==> src/rtl/trace_deserializer.sv <==
// -----------------------------------------------------------------------------
// trace_deserializer
//
// Collects beats from 2^EXP_TRACES_I parallel trace lanes, LSB first, into
// TRB_WIDTH-bit words. A finished word is held in DATA_O and flagged pending
// until the downstream side takes it with STORE_PERM_I. The input stalls only
// when the next beat would finish a word while an unstored word is pending.
//
// Ports:
//   CLK_I          sole clock, rising edge
//   RST_I          asynchronous active-high reset
//   EXP_TRACES_I   log2 of active lane count (clamped to log2(TRB_MAX_TRACES))
//   STORE_PERM_I   downstream may accept a word this cycle
//   TRACE_VALID_I  TRACE_I holds a valid beat
//   TRACE_I        trace lanes, only the low 2^EXP_TRACES_I are used
//   DATA_O         last completed word
//   STORE_O        DATA_O is stored this cycle (pending AND STORE_PERM_I)
//   TRACE_READY_O  a beat can be accepted this cycle
//
// Optional build macro: TRACE_DESERIALIZER_ASSERT_EN adds concurrent
// assertions on the store/overwrite protocol.
// -----------------------------------------------------------------------------
module trace_deserializer #(
    parameter int unsigned TRB_WIDTH       = 32,
    parameter int unsigned TRB_MAX_TRACES  = 8,
    parameter int unsigned TRB_NTRACE_BITS = 2
) (
    input  logic                       CLK_I,
    input  logic                       RST_I,
    input  logic [TRB_NTRACE_BITS-1:0] EXP_TRACES_I,
    input  logic                       STORE_PERM_I,
    input  logic                       TRACE_VALID_I,
    input  logic [TRB_MAX_TRACES-1:0]  TRACE_I,
    output logic [TRB_WIDTH-1:0]       DATA_O,
    output logic                       STORE_O,
    output logic                       TRACE_READY_O
);

    localparam int unsigned LOG2_MAX = $clog2(TRB_MAX_TRACES);
    // Wide enough to hold TRB_WIDTH itself (beat count at n = 1).
    localparam int unsigned CNT_W    = $clog2(TRB_WIDTH) + 1;

    // State
    logic [CNT_W-1:0]           cnt_q, cnt_d;
    logic [TRB_WIDTH-1:0]       partial_q, partial_d;
    logic [TRB_WIDTH-1:0]       data_q, data_d;
    logic                       pending_q, pending_d;
    logic [TRB_NTRACE_BITS-1:0] exp_q, exp_d;

    // Next-state helpers
    logic [CNT_W-1:0]          exp_eff;
    logic [CNT_W:0]            n_lanes;
    logic [TRB_MAX_TRACES-1:0] lane_ones;
    logic [TRB_MAX_TRACES-1:0] lane_mask;
    logic [CNT_W-1:0]          last_beat;
    logic                      exp_changed;
    logic [CNT_W-1:0]          cnt_eff;
    logic [TRB_WIDTH-1:0]      partial_eff;
    logic [CNT_W-1:0]          shift;
    logic [TRB_WIDTH-1:0]      beat_word;
    logic [TRB_WIDTH-1:0]      assembled;
    logic                      would_complete;
    logic                      accept;
    logic                      complete;
    logic                      ready;
    logic                      store;

    always_comb begin
        // Clamp the lane exponent to what the lane bus can carry.
        if (32'(EXP_TRACES_I) > LOG2_MAX) begin
            exp_eff = CNT_W'(LOG2_MAX);
        end else begin
            exp_eff = CNT_W'(EXP_TRACES_I);
        end
        n_lanes   = (CNT_W + 1)'(1) << exp_eff;
        lane_ones = '1;
        // A shift by the full bus width yields zero, so the mask becomes all ones.
        lane_mask = ~(lane_ones << n_lanes);
        last_beat = CNT_W'(TRB_WIDTH >> exp_eff) - CNT_W'(1);

        // A lane-count change discards the partial word; a beat on that same
        // edge becomes beat 0 of the new word.
        exp_changed = (EXP_TRACES_I != exp_q);
        cnt_eff     = exp_changed ? '0 : cnt_q;
        partial_eff = exp_changed ? '0 : partial_q;

        shift     = cnt_eff << exp_eff;
        beat_word = TRB_WIDTH'(TRACE_I & lane_mask) << shift;
        assembled = partial_eff | beat_word;

        would_complete = (cnt_eff == last_beat);
        store          = pending_q & STORE_PERM_I;
        // Stall only when finishing a word would clobber an unstored one.
        ready          = ~RST_I & ~(pending_q & ~STORE_PERM_I & would_complete);
        accept         = TRACE_VALID_I & ready;
        complete       = accept & would_complete;

        cnt_d     = cnt_eff;
        partial_d = partial_eff;
        data_d    = data_q;
        pending_d = pending_q;
        exp_d     = EXP_TRACES_I;

        if (accept) begin
            if (would_complete) begin
                cnt_d     = '0;
                partial_d = '0;
                data_d    = assembled;
            end else begin
                cnt_d     = cnt_eff + CNT_W'(1);
                partial_d = assembled;
            end
        end

        // A completion on the store edge keeps the flag set for the new word.
        if (complete) begin
            pending_d = 1'b1;
        end else if (store) begin
            pending_d = 1'b0;
        end
    end

    always_ff @(posedge CLK_I or posedge RST_I) begin
        if (RST_I) begin
            cnt_q     <= '0;
            partial_q <= '0;
            data_q    <= '0;
            pending_q <= 1'b0;
            exp_q     <= '0;
        end else begin
            cnt_q     <= cnt_d;
            partial_q <= partial_d;
            data_q    <= data_d;
            pending_q <= pending_d;
            exp_q     <= exp_d;
        end
    end

    assign DATA_O        = data_q;
    assign STORE_O       = store;
    assign TRACE_READY_O = ready;

`ifdef TRACE_DESERIALIZER_ASSERT_EN
    store_needs_perm_a : assert property (
        @(posedge CLK_I) disable iff (RST_I) STORE_O |-> STORE_PERM_I
    ) else $error("trace_deserializer: STORE_O asserted without STORE_PERM_I");

    no_overwrite_a : assert property (
        @(posedge CLK_I) disable iff (RST_I) complete |-> !(pending_q && !STORE_PERM_I)
    ) else $error("trace_deserializer: completed word overwrote an unstored pending word");
`endif

endmodule

==> config.mk <==
export PLATFORM = sky130hd
export DESIGN_NAME = trace_deserializer
export DESIGN_NICKNAME = d
export VERILOG_FILES = /design/src/rtl/trace_deserializer.sv
export SDC_FILE = /design/constraint.sdc
export NUM_CORES = 1
export LEC_CHECK = 0
export ABC_AREA = 0
export CAP_MARGIN = 30
export CORE_MARGIN = 2
export CORE_UTILIZATION = 50
export CTS_BUF_LIST = sky130_fd_sc_hd__clkbuf_16
export DETAILED_ROUTE_END_ITERATION = 16
export GPL_ROUTABILITY_DRIVEN = 0
export PLACE_DENSITY = 0.73
export SLEW_MARGIN = 25
export SYNTH_ARGS = -nofsm -noshare
export SYNTH_HDL_FRONTEND = slang
export SYNTH_SLANG_ARGS = --single-unit
==> constraint.sdc <==
create_clock -name CLK_I -period 7.2 [get_ports CLK_I]
set_input_delay 1.44 -clock CLK_I [delete_from_list [all_inputs] [get_ports CLK_I]]
set_output_delay 1.44 -clock CLK_I [all_outputs]
set_load 0.01 [all_outputs]
==> run_results.csv, run 1 <==
group,metric,value,unit
critical_path,critPathSlowestCell,"clkdlybuf4s50_1",
clock_network,ctsHoldBuffers,0,
critical_path,cp_max_fo,20,
cells_and_area,nets,459,
route,postRouteAntennaNets,0,
route,drt-initial-drc-count,196,
synth,synth_cell_types,62,
clock_network,cts_tree,"done",
critical_path,arrival,4540,ps
min_path,hp-class,"reg -> reg",
sta,worst_slew_pin_slew,965.4,ps
synth,syn-cell-area,0.003926,mm2
route,avgRoutedWirePerCell,17.04,um
synth,ys_seq_area_frac,0.4653,
outcome,status,"finished clean",
clock_network,cts.clk_slew.worst_paths,60,ps
sta,hold_violations,0,
critical_path,setup.worst_path.class,"in -> out",
cells_and_area,design_area,0.004735,mm2
sta,skew,9.647,ps
synth,synth_edf_count,0,
critical_path,critical-path-max-stage-delay,860,ps
power_and_ir_drop,peakVddDrop,106.7,uV
critical_path,critPathRequiredTime,5760,ps
clock_network,clk_latency,340,ps
placement,dpl_cell_area,0.004410,mm2
die,fp.dieW,92.62,um
critical_path,crit_buf_inv,3,
clock_network,ctsHtreeMaxLevel,3,
cells_and_area,seq_area,0.001827,mm2
clock_network,cts_resized,0,
synth,synthArstFlopShare,1.000,
die,start_util,0.5134,
placement,hpwl,6057,um
cells_and_area,syn_to_final_growth,20.59,%
clock_network,numCtsBuffers,9,
clock_network,clk_path_buf_depth,2,
cells_and_area,final_common_cell,"dfrtp_1",
job,max_cap_viol_count,0,
sta,finalSetupViolations,0,
sta,whs,481.8,ps
cells_and_area,drive_gt1_frac,0.1116,
critical_path,crit_top_cell,"clkdlybuf4s50_1",
synth,syn_area_per_cell,9.600,um2
die,core_area,0.007647,mm2
sta,max_slew_margin,0.3550,
sta,setup_tns,0,ps
cells_and_area,fin_util,0.6191,
route,drt_wl_total,9372,um
critical_path,path_cells,"clkdlybuf4s50_1 > and2_1 > inv_1 > ha_1 > o311ai_0 > a21oi_1 > clkdlybuf4s50_1",
cells_and_area,layout_common_cells,"73 x dfrtp_1, 70 x nor2_1, 47 x clkdlybuf4s50_1",
global_routing,antenna_found_initial,0,
synth,postSynthCellCount,409,
sta,fin_crit_sh,0.8299,
cells_and_area,fillers,642,
die,rows,32,
sta,drv_slew,0,
critical_path,critPathTopFamily,"buffers and inverters",
synth,ys_warn_count,0,
sta,rsz0062_at_grt,"false",
global_routing,grt_pass1_vias,3178,
route,dr.pass1.iters,5,
placement,port_buffers,47,
clock_network,cts_num_sinks,73,
die,fp.dieArea,0.008578,mm2
route,post-route-drc-count,0,
sta,fmax,167.3,MHz
route,vias,3380,
power_and_ir_drop,p_per_area,197.5,mW/mm2
power_and_ir_drop,leakage,0.002049,uW
clock_network,post_cts_buffers,0,
synth,synth_seq_cells,73,
synth,synth_nets,425,
sta,fin_crit,5976,ps
cells_and_area,multiInputGateArea,0.001909,mm2
synth,synth-main-ff-cell,"dfrtp_1",
route,vias_per_cell,6.145,
global_routing,grt_pass1_wl,15640,um
global_routing,grt_usage,0.2306,
critical_path,worst_setup_path_end_kind,"output pin",
die,pin_count,48,
critical_path,critPathLaunchType,"input pin",
global_routing,overflow,0,
cells_and_area,antenna_cells,0,
die,fp.dieH,92.62,um
clock_network,root_buffer,"clkbuf_16",
global_routing,grt_max_degree,75,
==> synth_stat cells, types with 2 or more instances <==
master	count	share of area
o21a_1	6	0.011
a32o_1	5	0.013
a221oi_2	4	0.015
a41oi_1	2	0.0045
nand2b_1	3	0.0048
nor2b_1	6	0.0096
inv_1	5	0.0048
and3_1	11	0.018
nor2_1	70	0.067
buf_6	8	0.023
a22oi_1	3	0.0057
nor3b_1	4	0.0076
a32oi_1	18	0.040
o2bb2ai_1	2	0.0045
a31o_2	3	0.0067
o22a_1	3	0.0067
dfrtp_1	73	0.47
a221oi_1	13	0.029
or3b_2	2	0.0045
mux2_2	4	0.011
o32ai_1	2	0.0045
o211ai_1	4	0.0076
a21oi_1	9	0.011
nand3_1	10	0.013
o21ai_1	5	0.0064
clkbuf_1	20	0.019
xnor2_2	2	0.0083
o21ai_0	10	0.013
nand2_1	42	0.040
buf_2	3	0.0038
ha_1	2	0.0064
and2_1	6	0.0096
o22ai_1	2	0.0032
a22o_1	2	0.0045
nor3_1	3	0.0038
mux2i_1	3	0.0076
a211oi_1	2	0.0038
nand4_1	5	0.0080
a31oi_1	9	0.014
==> metal layers <==
metal / vias to the layer above / part of all wire / wire, um / global-route usage
li1: 1591 / - / - / -
met1: 1650 / 0.45 / 4174 / 0.3115
met2: 119 / 0.48 / 4540 / 0.3668
met3: 20 / 0.046 / 430 / 0.03906
met4: 0 / 0.024 / 227 / 0.1029
met5: - / 0 / 0 / 0
==> layout make-up <==
type	instances	share of cell area
timing repair buffer	55	0.1173
clock inverter	7	0.01506
sequential	73	0.3858
tap	102	0.02696
inverter	5	0.003964
clock buffer	9	0.04757
multi-input combinational	299	0.4033
==> final timing paths <==
path / start / slack [ps] / cells after the start / endpoint
worst min-delay path: DATA_O[24]$_DFFE_PP0P_ / 480 / 2 / DATA_O[24]$_DFFE_PP0P_
worst min register to register: DATA_O[24]$_DFFE_PP0P_ / 480 / 2 / DATA_O[24]$_DFFE_PP0P_
worst max-delay path: EXP_TRACES_I[0] / 1220 / 7 / TRACE_READY_O
max in group asynchronous: RST_I / 5050 / 4 / partial_q[16]$_DFF_PP0_
worst max register to register: exp_q[0]$_DFF_PP0_ / 3980 / 10 / partial_q[25]$_DFF_PP0_
min in group asynchronous: RST_I / 1570 / 3 / cnt_q[0]$_DFF_PP0_
==> registers in the layout, indices dropped and copies added (netlist names) <==
name / cells
DATA_O: 32
cnt_q: 6
exp_q: 2
partial_q: 32
pending_q: 1
==> where the power goes <==
group	internal [uW]	switching, uW	leakage, uW	total (uW)
combinational	24.1	48.1	0.000894	72.2
clock	268	177	0.000143	445
sequential	414	3.87	0.00101	418
==> logic make-up after synthesis <==
group,count (synthesis),share of synthesized area
simple gates,173,0.2154
compound gates,114,0.2317
flops,73,0.4653
buf+inv,37,0.05162
mux,7,0.01912
xor+xnor,3,0.01052
fa+ha+maj,2,0.006372
==> tightest hold or removal path: cells and delay by family (launching register included) <==
kind / cells / cell delay [ps]
and+or+nand+nor: 1 / 50
AOI/OAI and AO/OA: 1 / 60
DFF: 1 / 340
==> metrics by stage <==
| stage | power (uW) | worst slack [ps] | std cells |
|---|---|---|---|
| after floorplan | 474.9 | 2666 | 409 |
| after global placement | 493.5 | 1326 | 532 |
| after detailed placement | 495.2 | 1265 | 532 |
| after CTS | 936.4 | 1234 | 548 |
| after global routing | 968.4 | 1050 | 550 |
| final | 935.0 | 1224 | 550 |
Power figures use the tool's default switching activity.
==> run 2, diff against run 1 <==
- clock period: 7.2 -> 5.7 ns (I/O delays scaled with it)
==> run_results.csv, run 2 (same netlist as run 1, synthesis figures left out) <==
group,metric,value,unit
outcome,status,"finished clean",
clock_network,post_cts_buffers,0,
die,fp.dieH,92.62,um
critical_path,reg2reg_from,"exp_q[0]$_DFF_PP0_",
critical_path,cp_max_fo,20,
sta,skew,5.605,ps
global_routing,antenna_found_initial,0,
sta,rsz0062_at_grt,"false",
route,vias_per_cell,6.162,
critical_path,crit_buf_inv,4,
clock_network,cts_resized,0,
sta,worst_slew_pin_slew,1053,ps
critical_path,reg2reg_slack,2570,ps
die,rows,32,
critical_path,critical-path-max-stage-delay,510,ps
placement,hpwl,5896,um
route,drt-initial-drc-count,294,
power_and_ir_drop,p_per_area,260.7,mW/mm2
sta,fin_crit_sh,0.8816,
clock_network,cts.clk_slew.worst_paths,60,ps
critical_path,arrival,3880,ps
die,fp.dieW,92.62,um
clock_network,cts_tree,"done",
cells_and_area,syn_to_final_growth,21.51,%
clock_network,ctsHtreeMaxLevel,3,
cells_and_area,layout_common_cells,"73 x dfrtp_1, 70 x nor2_1, 47 x clkdlybuf4s50_1",
sta,whs,476.9,ps
critical_path,startpoint,"EXP_TRACES_I[0]",
power_and_ir_drop,peakVddDrop,133.8,uV
placement,port_buffers,47,
global_routing,overflow,0,
route,post-route-drc-count,0,
sta,drv_slew,0,
clock_network,cts_num_sinks,73,
clock_network,clk_path_buf_depth,2,
die,pin_count,48,
clock_network,root_buffer,"clkbuf_16",
die,core_area,0.007647,mm2
min_path,hp-class,"reg -> reg",
clock_network,numCtsBuffers,9,
global_routing,grt_pass1_vias,3244,
sta,finalSetupViolations,0,
global_routing,grt_max_degree,74,
cells_and_area,antenna_cells,0,
sta,max_slew_margin,0.2957,
clock_network,ctsHoldBuffers,0,
sta,fmax,199.0,MHz
critical_path,crit_top_cell,"clkdlybuf4s50_1",
cells_and_area,design_area,0.004771,mm2
clock_network,clk_latency,330,ps
route,avgRoutedWirePerCell,17.33,um
critical_path,critPathTopFamily,"buffers and inverters",
min_path,min-delay-start,"DATA_O[8]$_DFFE_PP0P_",
route,postRouteAntennaNets,0,
power_and_ir_drop,leakage,0.002070,uW
critical_path,path_cells,"clkdlybuf4s50_1 > buf_4 > and2_1 > inv_1 > ha_1 > or3b_2 > o311ai_0 > a21oi_1 > clkdlybuf4s50_1",
sta,fin_crit,5025,ps
job,max_cap_viol_count,0,
critical_path,critPathRequiredTime,4560,ps
cells_and_area,drive_gt1_frac,0.1158,
route,dr.pass1.iters,5,
sta,setup_slack,675.0,ps
critical_path,critPathLaunchType,"input pin",
critical_path,setup.worst_path.class,"in -> out",
route,vias,3395,
placement,dpl_cell_area,0.004410,mm2
cells_and_area,nets,460,
sta,hold_violations,0,
global_routing,grt_usage,0.2349,
die,fp.dieArea,0.008578,mm2
placement,dp_slack,708.4,ps
sta,setup_tns,0,ps
global_routing,grt_pass1_wl,15780,um
critical_path,worst_setup_path_end_kind,"output pin",
route,drt_wl_total,9547,um
die,start_util,0.5134,
critical_path,critPathSlowestCell,"clkdlybuf4s50_1",
cells_and_area,final_common_cell,"dfrtp_1",
cells_and_area,fin_util,0.6239,
## run 2: changes by cell type in the layout (fill, tap and decap cells not counted)
cell and change:
clkinvlp_4 -2, buf_2 +1, clkinv_4 +1, inv_1 -1, a21oi_2 +1, buf_12 -1, inv_8 +1, buf_16 +1
a21oi_4 -1, bufinv_16 +1
## run 2: metrics by stage
step           total power (uW)  std cells
3_5_place_dp              626.5        533
3_3_place_gp              624.2        533
2_1_floorplan             599.9        409
4_1_cts                    1250        549
6_report                   1244        551
5_1_grt                    1283        551
## run 2: final timing paths
kind	to	cells past startpoint
setup / recovery	TRACE_READY_O	9
hold / removal	DATA_O[8]$_DFFE_PP0P_	2
setup reg to reg	partial_q[24]$_DFF_PP0_	10
hold reg to reg	DATA_O[8]$_DFFE_PP0P_	2
max in group asynchronous	DATA_O[25]$_DFFE_PP0P_	4
min in group asynchronous	pending_q$_DFFE_PP0P_	3
## run 2: per-layer routing
layer | GRT usage | up-vias | share of wire
li1 | - | 1588 | -
met1 | 0.3038 | 1643 | 0.43
met2 | 0.3844 | 135 | 0.49
met3 | 0.04068 | 29 | 0.051
met4 | 0.1140 | 0 | 0.030
met5 | 0 | - | 0
## run 2: area by class of cell
| cell class | instances | area (um2) |
|---|---|---|
| Clock buffer | 9 | 225.2 |
| Fill cell | 649 | 2877 |
| Sequential cell | 73 | 1827 |
| Inverter | 5 | 18.77 |
| Clock inverter | 7 | 102.6 |
| Tap cell | 102 | 127.6 |
| Multi-Input combinational cell | 299 | 1902 |
| Timing Repair Buffer | 56 | 568.0 |
## run 2: where the power goes
group | total, uW | internal [uW] | switching (uW)
logic | 92.9 | 32.2 | 60.7
clock network | 623 | 389 | 235
registers | 528 | 522 | 5.33
## run 2: worst register-to-register path, delay by kind of cell, from the launching register on
kind,cells,cell delay [ps]
adders and majority gates,1,230
AOI/OAI and AO/OA,2,460
DFF,1,670
xor gates and xnor gates,1,210
buffers and inverters,2,130
and+or+nand+nor,4,1300
==> run 3, diff against run 2 <==
- SKIP_LAST_GASP: unset -> 1
==> results of run 3 <==
The final DEF is identical to that of run 2; final timing and power are the same.
